$ cat config.mk
export PLATFORM = sky130hd
export DESIGN_NAME = mem_access_unit_flat
export DESIGN_NICKNAME = d
export VERILOG_FILES = /design/src/rtl/mem_access_pkg.sv /design/src/rtl/mem_access_unit_if.sv /design/src/rtl/mem_access_unit_ll_sc_reservation.sv /design/src/rtl/mem_access_unit.sv /design/src/flat_wrapper.sv
export SDC_FILE = /design/constraint.sdc
export NUM_CORES = 1
export LEC_CHECK = 0
export BUFFER_PORTS_ARGS = -buffer_cell sky130_fd_sc_hd__buf_2
export CAP_MARGIN = 15
export CORE_MARGIN = 8
export CORE_UTILIZATION = 25
export CTS_CLUSTER_SIZE = 24
export DETAILED_ROUTE_END_ITERATION = 10
export PLACE_DENSITY_LB_ADDON = 0.1
export SKIP_CTS_REPAIR_TIMING = 1
export SLEW_MARGIN = 5
export SYNTH_ARGS = -nofsm -noshare
export SYNTH_HDL_FRONTEND = slang
export SYNTH_SLANG_ARGS = --single-unit
$ cat constraint.sdc
create_clock -name clk -period 3.7 [get_ports clk]
set_clock_uncertainty 0.15 [all_clocks]
set_input_delay 0.185 -clock clk [delete_from_list [all_inputs] [get_ports clk]]
set_output_delay 0.185 -clock clk [all_outputs]
set_load 0.01 [all_outputs]
$ cat src/rtl/mem_access_pkg.sv
// Shared types and helpers for the MEM-stage data-memory responder.
package mem_access_pkg;
   typedef enum logic [1:0] {IDLE, REQ, WAIT, DONE} state_t;

   localparam logic [3:0] BE_WORD  = 4'b1111;
   localparam logic [3:0] BE_BYTE0 = 4'b0001;

   // Little-endian byte lane lo of a 32-bit word.
   function automatic logic [7:0] lane_sel(input logic [31:0] word, input logic [1:0] lo);
      return 8'(word >> {lo, 3'b000});
   endfunction
endpackage

$ cat src/rtl/mem_access_unit_if.sv
// Valid/grant data-memory bus between the MEM stage and the memory system.
interface mem_access_unit_if #(parameter int ADDR_W = 32, parameter int DATA_W = 32);
   logic              dmem_req;
   logic              dmem_we;
   logic [3:0]        dmem_be;
   logic [ADDR_W-1:0] dmem_addr;
   logic [DATA_W-1:0] dmem_wdata;
   logic              dmem_gnt;
   logic              dmem_rvalid;
   logic [DATA_W-1:0] dmem_rdata;

   modport master (output dmem_req, dmem_we, dmem_be, dmem_addr, dmem_wdata,
                   input  dmem_gnt, dmem_rvalid, dmem_rdata);
   modport slave  (input  dmem_req, dmem_we, dmem_be, dmem_addr, dmem_wdata,
                   output dmem_gnt, dmem_rvalid, dmem_rdata);
endinterface

$ cat src/rtl/mem_access_unit_ll_sc_reservation.sv
// LL/SC reservation register; any clear source beats a simultaneous set.
module ll_sc_reservation #(parameter int WA_W = 30) (
   input  logic            clk,
   input  logic            rst_n,
   input  logic            set,
   input  logic [WA_W-1:0] set_addr,
   input  logic            sc_clear,
   input  logic            store_clear,
   input  logic            snoop_clear,
   output logic            link_valid,
   output logic [WA_W-1:0] link_addr
);
   always_ff @(posedge clk or negedge rst_n) begin
      if (!rst_n) begin
         link_valid <= 1'b0;
         link_addr  <= '0;
      end else if (sc_clear | store_clear | snoop_clear) begin
         link_valid <= 1'b0;
      end else if (set) begin
         link_valid <= 1'b1;
         link_addr  <= set_addr;
      end
   end
endmodule

$ cat src/rtl/mem_access_unit.sv
// MEM-stage data-memory responder: drives the dmem bus, formats loads, resolves SC.
module mem_access_unit import mem_access_pkg::*; #(
   parameter int ADDR_W = 32,
   parameter int DATA_W = 32
) (
   input  logic              clk,
   input  logic              rst_n,
   input  logic              req_valid,
   input  logic              mem_read,
   input  logic              mem_we,
   input  logic              mem_byte,
   input  logic              mem_signextend,
   input  logic              mem_ll,
   input  logic              mem_sc,
   input  logic [ADDR_W-1:0] addr,
   input  logic [DATA_W-1:0] wdata,
   output logic              mem_stall,
   output logic [DATA_W-1:0] rdata,
   output logic              rdata_valid,
   output logic              misaligned,
   output logic              link_valid,
   mem_access_unit_if.master dmem,
   input  logic              snoop_we,
   input  logic [ADDR_W-1:0] snoop_addr
);
   localparam int WA_W = ADDR_W - 2;

   state_t          state;
   logic [1:0]      lo_q;
   logic            byte_q, sext_q, ll_q, sc_q;
   logic [WA_W-1:0] link_addr;
   logic            op, word_mis, sc_fail;
   logic            res_set, res_sc_clr, res_st_clr, res_snp_clr;
   logic [7:0]      lane;
   logic            unused_snoop_lo;

   assign op        = req_valid & (mem_read | mem_we);
   // Reset also releases the pipeline so an aborted access does not hold it.
   assign mem_stall = rst_n & op & (state != DONE);
   assign word_mis  = ~mem_byte & (addr[1:0] != 2'b00);
   assign sc_fail   = mem_sc & (~link_valid | (link_addr != addr[ADDR_W-1:2]));
   assign lane      = lane_sel(dmem.dmem_rdata, lo_q);

   assign res_set     = (state == DONE) & ll_q & ~misaligned;
   assign res_sc_clr  = (state == DONE) & sc_q & ~misaligned;
   assign res_st_clr  = (state == REQ) & dmem.dmem_gnt & dmem.dmem_we
                      & (dmem.dmem_addr[ADDR_W-1:2] == link_addr);
   // While an LL is being linked, compare the snoop against the word being linked.
   assign res_snp_clr = snoop_we & (snoop_addr[ADDR_W-1:2] ==
                        (res_set ? dmem.dmem_addr[ADDR_W-1:2] : link_addr));
   assign unused_snoop_lo = &{1'b0, snoop_addr[1:0]};

   ll_sc_reservation #(.WA_W(WA_W)) u_resv (
      .clk        (clk),
      .rst_n      (rst_n),
      .set        (res_set),
      .set_addr   (dmem.dmem_addr[ADDR_W-1:2]),
      .sc_clear   (res_sc_clr),
      .store_clear(res_st_clr),
      .snoop_clear(res_snp_clr),
      .link_valid (link_valid),
      .link_addr  (link_addr)
   );

   always_ff @(posedge clk or negedge rst_n) begin
      if (!rst_n) begin
         state           <= IDLE;
         lo_q            <= '0;
         byte_q          <= 1'b0;
         sext_q          <= 1'b0;
         ll_q            <= 1'b0;
         sc_q            <= 1'b0;
         rdata           <= '0;
         rdata_valid     <= 1'b0;
         misaligned      <= 1'b0;
         dmem.dmem_req   <= 1'b0;
         dmem.dmem_we    <= 1'b0;
         dmem.dmem_be    <= '0;
         dmem.dmem_addr  <= '0;
         dmem.dmem_wdata <= '0;
      end else begin
         rdata_valid <= 1'b0;
         misaligned  <= 1'b0;
         case (state)
            IDLE: if (op) begin
               lo_q   <= addr[1:0];
               byte_q <= mem_byte;
               sext_q <= mem_signextend;
               ll_q   <= mem_ll;
               sc_q   <= mem_sc;
               if (word_mis || sc_fail) begin
                  state       <= DONE;
                  misaligned  <= word_mis;
                  rdata       <= '0;
                  rdata_valid <= 1'b1;
               end else begin
                  state           <= REQ;
                  dmem.dmem_req   <= 1'b1;
                  dmem.dmem_we    <= mem_we;
                  dmem.dmem_addr  <= {addr[ADDR_W-1:2], 2'b00};
                  dmem.dmem_be    <= mem_byte ? (BE_BYTE0 << addr[1:0]) : BE_WORD;
                  dmem.dmem_wdata <= mem_byte ? {4{wdata[7:0]}} : wdata;
               end
            end
            REQ: if (dmem.dmem_gnt) begin
               dmem.dmem_req <= 1'b0;
               if (dmem.dmem_we) begin
                  state       <= DONE;
                  rdata       <= {{(DATA_W-1){1'b0}}, sc_q};
                  rdata_valid <= 1'b1;
               end else begin
                  state <= WAIT;
               end
            end
            WAIT: if (dmem.dmem_rvalid) begin
               state       <= DONE;
               rdata_valid <= 1'b1;
               rdata       <= byte_q ? {{(DATA_W-8){sext_q & lane[7]}}, lane} : dmem.dmem_rdata;
            end
            DONE: state <= IDLE;
         endcase
      end
   end
endmodule
$ cat src/flat_wrapper.sv
// flat-port wrapper written by rule: the top's interface ports become plain ports
module mem_access_unit_flat import mem_access_pkg::*;
#(
   parameter int ADDR_W = 32,
   parameter int DATA_W = 32
)
  (clk, rst_n, req_valid, mem_read, mem_we, mem_byte, mem_signextend, mem_ll, mem_sc, addr, wdata, mem_stall, rdata, rdata_valid, misaligned, link_valid, snoop_we, snoop_addr, dmem_dmem_req, dmem_dmem_we, dmem_dmem_be, dmem_dmem_addr, dmem_dmem_wdata, dmem_dmem_gnt, dmem_dmem_rvalid, dmem_dmem_rdata);
  mem_access_unit_if #(.ADDR_W(ADDR_W), .DATA_W(DATA_W)) dmem_i ();
  input  logic clk;
  input  logic rst_n;
  input  logic req_valid;
  input  logic mem_read;
  input  logic mem_we;
  input  logic mem_byte;
  input  logic mem_signextend;
  input  logic mem_ll;
  input  logic mem_sc;
  input  logic [ADDR_W-1:0] addr;
  input  logic [DATA_W-1:0] wdata;
  output logic mem_stall;
  output logic [DATA_W-1:0] rdata;
  output logic rdata_valid;
  output logic misaligned;
  output logic link_valid;
  input  logic snoop_we;
  input  logic [ADDR_W-1:0] snoop_addr;
  output wire logic [$bits(dmem_i.dmem_req)-1:0] dmem_dmem_req;
  output wire logic [$bits(dmem_i.dmem_we)-1:0] dmem_dmem_we;
  output wire logic [$bits(dmem_i.dmem_be)-1:0] dmem_dmem_be;
  output wire logic [$bits(dmem_i.dmem_addr)-1:0] dmem_dmem_addr;
  output wire logic [$bits(dmem_i.dmem_wdata)-1:0] dmem_dmem_wdata;
  input wire logic [$bits(dmem_i.dmem_gnt)-1:0] dmem_dmem_gnt;
  input wire logic [$bits(dmem_i.dmem_rvalid)-1:0] dmem_dmem_rvalid;
  input wire logic [$bits(dmem_i.dmem_rdata)-1:0] dmem_dmem_rdata;
  assign dmem_dmem_req = dmem_i.dmem_req;
  assign dmem_dmem_we = dmem_i.dmem_we;
  assign dmem_dmem_be = dmem_i.dmem_be;
  assign dmem_dmem_addr = dmem_i.dmem_addr;
  assign dmem_dmem_wdata = dmem_i.dmem_wdata;
  assign dmem_i.dmem_gnt = dmem_dmem_gnt;
  assign dmem_i.dmem_rvalid = dmem_dmem_rvalid;
  assign dmem_i.dmem_rdata = dmem_dmem_rdata;
  mem_access_unit #(.ADDR_W(ADDR_W), .DATA_W(DATA_W)) u_core (.clk(clk), .rst_n(rst_n), .req_valid(req_valid), .mem_read(mem_read), .mem_we(mem_we), .mem_byte(mem_byte), .mem_signextend(mem_signextend), .mem_ll(mem_ll), .mem_sc(mem_sc), .addr(addr), .wdata(wdata), .mem_stall(mem_stall), .rdata(rdata), .rdata_valid(rdata_valid), .misaligned(misaligned), .link_valid(link_valid), .dmem(dmem_i), .snoop_we(snoop_we), .snoop_addr(snoop_addr));
endmodule
==> results.toml, run 1 <==
[yosys]
yosys_warnings = 0
synth.area.top_cells = "dfrtp_1 46%, mux2_2 11%, o21ai_0 6.6%"
ys_types = 53
synth-simple-area-share_pct = 8.884
synthAdderAreaFrac_pct = 0.9817
synth_xor_area_share_pct = 9.735
synthFlopType = "dfrtp_1"
synthMuxAreaShare_pct = 16.28
synth_top_area_share_pct = 46.14
synth_area_sq_um = 7647
synth_edf_count = 0
synth-seq-cells = 141
async_flop_share_pct = 100.0
synth_top_family_by_area = "multiplexers"
synth_cells = 746
synth_compound_area_share_pct = 12.48
ys_seq_area_share_pct = 46.14
yosysTopAreaCell = "dfrtp_1"
post_synth.cell_area_avg_sq_um = 10.25

[clock_network]
numCtsBuffers = 17
cts_sinks = 141
clk_root_buffer_cell = "clkbuf_16"
path_clk_slew_ns = 0.07
clk_latency_ns = 0.42
htreeDepth = 4
cts_tree = "built"
ctsLongestPathBuffers = 2

[floorplan]
start_util_pct = 25.20
die_w_um = 190.9
die_height_um = 190.9
dieArea_sq_um = 36440
core_sq_um = 30350
num_rows = 64
pin_count = 246

[sta]
fin_setup_tns_ns = 0
hold_slack_ns = -0.04833
tightestPinTransition_ns = 0.7981
hold_violations = 12
fmaxAchievable_mhz = 297.1
setup_ws_ns = 0.3337
grt_setup_unrepaired = "false"
post-route-period-util_pct = 90.98
slew_viol_final = 0
slew_headroom_pct = 46.79
setup_viol = 0
fin_crit_ns = 3.366

[final_layout]
final_cell_mix = "240 x buf_2, 141 x dfrtp_1, 101 x o21ai_0"
final_common_cell = "buf_2"
fillCellCount = 3164
multiInputGateArea_sq_um = 3711
num_antenna_cells = 0
area_delta_synth_final_pct = 39.38
seq_area_sq_um = 3528
finalNetCount = 1204
drive_above_1_share_pct = 34.92

[setup_path]
end_kind = "flip-flop"
startpoint = "u_core.state[1]"
start_kind = "flip-flop"
required_ns = 3.85
critPathArrivalTime_ns = 3.52
worst-path-max-fanout = 11
reg2reg_slack_ns = 0.33
r2r_start = "u_core.state[1]"
path_class = "reg -> reg"

[placed_design]
dp_slack_ns = 0.1961
gp_congestion = 0.8079
port_buffers = 241
hpwl_um = 21340

[outcome]
status = "finished with violations"
violations = "negative hold slack"

[route]
wl_met2_um = 13140
top_layer_used = "met5"
viasPerCell = 4.499
vias = 6600
routedWlPerCell_um = 19.29
antenna_left = 0
wl_met3_um = 1435
drt_iter0_drc = 363
wl_met1_um = 13530
drc = 0
firstDrtPassIters = 7
wl_um = 28300

[worst_hold_path]
hold_path_class = "in -> reg"
hp-start = "dmem_dmem_rdata[17]"

[global_routing]
grt_usage_pct = 15.10
antenna_found_initial = 1
grt-ovfl-total = 0
grt_first_pass_wirelength_um = 41870
first_global_vias = 6775
grt_start_max_net_pins = 79

[pwr]
ir_drop_mv = 0.2747
power_leakage_nw = 5.167
power.density_nw_per_um2 = 797.4
power_mw = 8.499

[job]
maxCapViolations = 0
[worst max-delay path, cell delays in order (launching register included)]
cell and delay [ns]:
dfrtp_1 0.44, ha_1 0.25, and3b_2 0.31, buf_4 0.22, nor4_1 0.39, a221oi_1 0.15, nor4_1 0.30, nand4_1 0.18
o21ai_2 0.24, buf_4 0.25, mux2_2 0.35
[registers in the layout (all words and copies together), names as in the netlist]
name                      cells
u_core.misaligned             1
u_core.dmem.dmem_be           4
u_core.sc_q                   1
u_core.rdata                 32
u_core.dmem.dmem_addr        30
u_core.dmem.dmem_wdata       32
u_core.sext_q                 1
u_core.ll_q                   1
u_core.dmem.dmem_req          1
u_core.lo_q                   2
u_core.u_resv.link_addr      30
u_core.rdata_valid            1
u_core.dmem.dmem_we           1
u_core.u_resv.link_valid      1
u_core.state                  2
u_core.byte_q                 1
[final timing paths]
path	to	cells past startpoint
max	u_core.u_resv.link_addr[21]	10
min	u_core.rdata[17]	3
max reg2reg	u_core.u_resv.link_addr[21]	10
min reg2reg	u_core.rdata[22]	2
max in group asynchronous	u_core.u_resv.link_addr[10]	3
min in group asynchronous	u_core.rdata[14]	2
[kinds of logic (layout without fill, tap and decap cells)]
| family | count (synthesis) | in the layout |
|---|---|---|
| XOR/XNOR | 85 | 85 |
| adder cells (fa/ha/maj) | 6 | 6 |
| buffers and inverters | 93 | 417 |
| AND/OR/NAND/NOR | 147 | 147 |
| multiplexers | 112 | 112 |
| flip-flops | 141 | 141 |
| other | 1 | 2 |
| AO/OA/AOI/OAI | 161 | 161 |
[area by class of cell]
cell class                 instances  area share (%)
multi-input combinational        513           34.82
clock buffer                      18           4.120
clock inverter                    14           1.949
inverter                          59           2.078
timing repair buffer             326           19.29
tap                              396           4.648
sequential                       141           33.10
[stage by stage]
step	utilization, %	hold slack, ns	instances	cell area (sq um)
after global placement	30.70	0.09006	1365	9318
after CTS	32.83	-0.3819	1397	9965
after floorplan	-	-0.2606	747	7651
after detailed placement	30.70	0.08541	1365	9318
after global routing	35.12	0.001843	1467	10660
final	35.12	-0.04833	1467	10660
[power by group]
| group | switching [mW] | total [mW] | internal (mW) |
|---|---|---|---|
| clock network | 0.774 | 1.94 | 1.17 |
| logic | 1.92 | 3.54 | 1.62 |
| registers | 0.769 | 3.02 | 2.25 |
[layer usage]
layer  vias to the layer above  GRT usage [%]
li1                       3215              -
met1                      3201          20.78
met2                       172          23.83
met3                        10          3.484
met4                         2          3.132
met5                         -              0
[cell usage after synthesis, drive strengths merged, types with 5 or more instances]
cell,n
a21oi,17
a222oi,5
buf,20
clkbuf,14
dfrtp,141
ha,6
inv,58
mux2,89
mux2i,22
nand2,90
nand4,10
nor2,8
nor3,9
nor4,16
o211ai,6
o21ai,102
xnor2,31
xor2,54
(Power assumes the default switching activity.)
==> run 2, diff against run 1 <==
Settings changed: SYNTH_HIERARCHICAL set to 1.
==> run 2 against run 1 <==
The flow still finishes with violations (negative hold slack). Area after synthesis up 0.13%. Non-clock buffer count grew 2. Sequential power shrank 3%. Core utilization shrank 0.082 points. Hold slack improved by 0.036 ns. Setup slack got worse by 0.079 ns. Sequential share of layout area grew 0.078 points. Die area grew 0.12%. Cell count shrank 4.1%. Synthesized cell count is 8.0% lower. Global-route usage shrank 0.98 points. Largest power group unchanged. Highest routed layer unchanged.
==> results.toml, run 2 <==
[outcome]
status = "finished with violations"
violations = "negative hold slack"

[yosys]
synth_top_area_share_pct = 46.08
yosys_warnings = 6
synthFlopType = "dfrtp_1"
yosysMostFrequentCell = "dfrtp_1"
yosysTopAreaCell = "dfrtp_1"
synth_cells = 686
synth.area.top_cells = "dfrtp_1 46%, mux2_2 13%, xor2_1 6.3%"
synth-seq-cells = 141
synthTopCellsByCount = "141 x dfrtp_1, 89 x mux2_2, 67 x o21ai_0"
ys_seq_area_share_pct = 46.08
synth_area_sq_um = 7657
ys_types = 50
async_flop_share_pct = 100.0
post_synth.cell_area_avg_sq_um = 11.16
synth_edf_count = 0

[sta]
fin_setup_tns_ns = 0
fmaxAchievable_mhz = 290.3
fin_crit_ns = 3.445
setup_viol = 0
slew_headroom_pct = 51.33
slew_viol_final = 0
setup_ws_ns = 0.2552
hold_violations = 3
hold_slack_ns = -0.01280
grt_setup_unrepaired = "false"
post-route-period-util_pct = 93.10
tightestPinTransition_ns = 0.7234

[placed_design]
gp_congestion = 0.7620
dp_cells = 1305
hpwl_um = 19640
port_buffers = 241
dp_slack_ns = 0.1090

[floorplan]
die_height_um = 191.0
num_rows = 64
start_util_pct = 25.23
core_sq_um = 30350
pin_count = 246
die_w_um = 191.0
dieArea_sq_um = 36480

[worst_hold_path]
hold_path_class = "in -> reg"

[pwr]
combPwrFrac_pct = 42.7
internal_power_mw = 5.036
switching_share_pct = 39.38
power_leakage_nw = 5.242
p_clk_share_pct = 22.2
ir_drop_mv = 0.3119
power_switching_mw = 3.271
pwr-share-seq_pct = 35.1
power.density_nw_per_um2 = 781.2

[job]
maxCapViolations = 0

[final_layout]
drive_above_1_share_pct = 39.66
final_cell_mix = "240 x buf_2, 141 x dfrtp_1, 89 x mux2_2"
finalNetCount = 1144
reg_top3 = "u_core/dmem.dmem_wdata: 32 flops, u_core/rdata: 32 flops"
final_common_cell = "buf_2"
instances_no_fill = 1407
num_antenna_cells = 0
area_delta_synth_final_pct = 38.87

[clock_network]
htreeDepth = 4
path_clk_slew_ns = 0.06
clk_root_buffer_cell = "clkbuf_16"
clk_latency_ns = 0.42
ctsLongestPathBuffers = 2
cts_tree = "built"
cts_sinks = 141
numCtsBuffers = 17

[route]
antenna_left = 0
routedWlPerCell_um = 18.79
wl_um = 26430
vias = 6189
drc = 0
firstDrtPassIters = 4
drt_iter0_drc = 267
viasPerCell = 4.399

[setup_path]
required_ns = 3.85
critPathArrivalTime_ns = 3.60
start_kind = "flip-flop"
reg2reg_slack_ns = 0.26
end_kind = "flip-flop"
worst-path-max-fanout = 14
path_class = "reg -> reg"

[global_routing]
grt-ovfl-total = 0
grt_usage_pct = 14.12
first_global_vias = 6483
grt_first_pass_wirelength_um = 39490
grt_start_max_net_pins = 85
antenna_found_initial = 2
-- run 2: changes by cell type in the layout (fill, tap and decap cells not counted), sizes merged, moves of 4 or more --
cell    before  now
xnor2       31   37
nand2       90   62
nor3         9    1
nand4       10   18
mux2i       22   39
inv         63   34
o22ai        4   26
a222oi       5    0
nor4        16   12
mux2        89  100
o21ai      102   68
o211ai       6    0
a21oi       17   11
-- run 2: final timing paths --
path / from / end / cells after the start
worst max-delay path: u_core/state[1] / u_core/u_resv/link_addr[28] / 12
worst min-delay path: dmem_dmem_rdata[15] / u_core/rdata[15] / 3
worst max register to register: u_core/state[1] / u_core/u_resv/link_addr[28] / 12
worst min register to register: u_core/rdata[6] / u_core/rdata[6] / 1
max in group asynchronous: rst_n / u_core/dmem.dmem_wdata[2] / 3
min in group asynchronous: rst_n / u_core/rdata[4] / 2
-- run 2: cells by family (layout without fill, tap and decap cells) --
family / Yosys count / in the layout / synth area share [%]
other: 1 / 2 / 0.04897
and+or+nand+nor: 120 / 120 / 8.154
AOI/OAI and AO/OA: 119 / 119 / 8.987
xor gates and xnor gates: 92 / 92 / 10.52
buffers and inverters: 67 / 391 / 4.837
DFF: 141 / 141 / 46.08
muxes: 140 / 140 / 20.39
adders and majority gates: 6 / 6 / 0.9804
-- run 2: metrics by stage --
| stage | power, mW | area (sq um) | util (%) | hold WS (ns) |
|---|---|---|---|---|
| after floorplan | 5.139 | 7661 | - | -0.2606 |
| after global placement | 6.481 | 9305 | 30.66 | 0.07926 |
| after detailed placement | 6.467 | 9305 | 30.66 | 0.07412 |
| after CTS | 8.379 | 9920 | 32.68 | -0.3842 |
| after global routing | 8.898 | 10630 | 35.04 | 0.0004237 |
| final | 8.307 | 10630 | 35.04 | -0.01280 |
-- run 2: per-layer routing --
layer	up-vias	wire [um]	GRT usage, %
li1	3032	-	-
met1	2961	12680	19.48
met2	177	11720	21.11
met3	15	1837	4.633
met4	4	176	3.132
met5	-	23	0
-- run 2: cell type report --
| type | instances | area, sq um |
|---|---|---|
| timing repair buffer | 328 | 2108 |
| fill | 3114 | 19720 |
| clock buffer | 19 | 452.9 |
| sequential | 141 | 3528 |
| clock inverter | 13 | 161.4 |
| tap | 396 | 495.5 |
| multi-input combinational | 479 | 3771 |
| inverter | 31 | 116.4 |
-- run 2: critical path, cell delays in order (launching register included) --
cell      delay (ns)
dfrtp_1         0.42
ha_2            0.25
nand3b_4        0.15
buf_12          0.17
mux2i_1         0.19
xor2_1          0.18
nand4_1         0.18
or4_1           0.57
nor4_2          0.28
buf_4           0.16
nor4b_4         0.05
buf_4           0.24
mux2_1          0.33
-- run 2: power by group through the flow --
stage / registers (mW) / clock network, mW / logic (mW)
2_1_floorplan: 2.93 / 0 / 2.21
3_3_place_gp: 2.96 / 0 / 3.53
3_5_place_dp: 2.95 / 0 / 3.51
4_1_cts: 2.93 / 1.91 / 3.53
5_1_grt: 3.03 / 1.97 / 3.90
6_report: 2.92 / 1.84 / 3.55
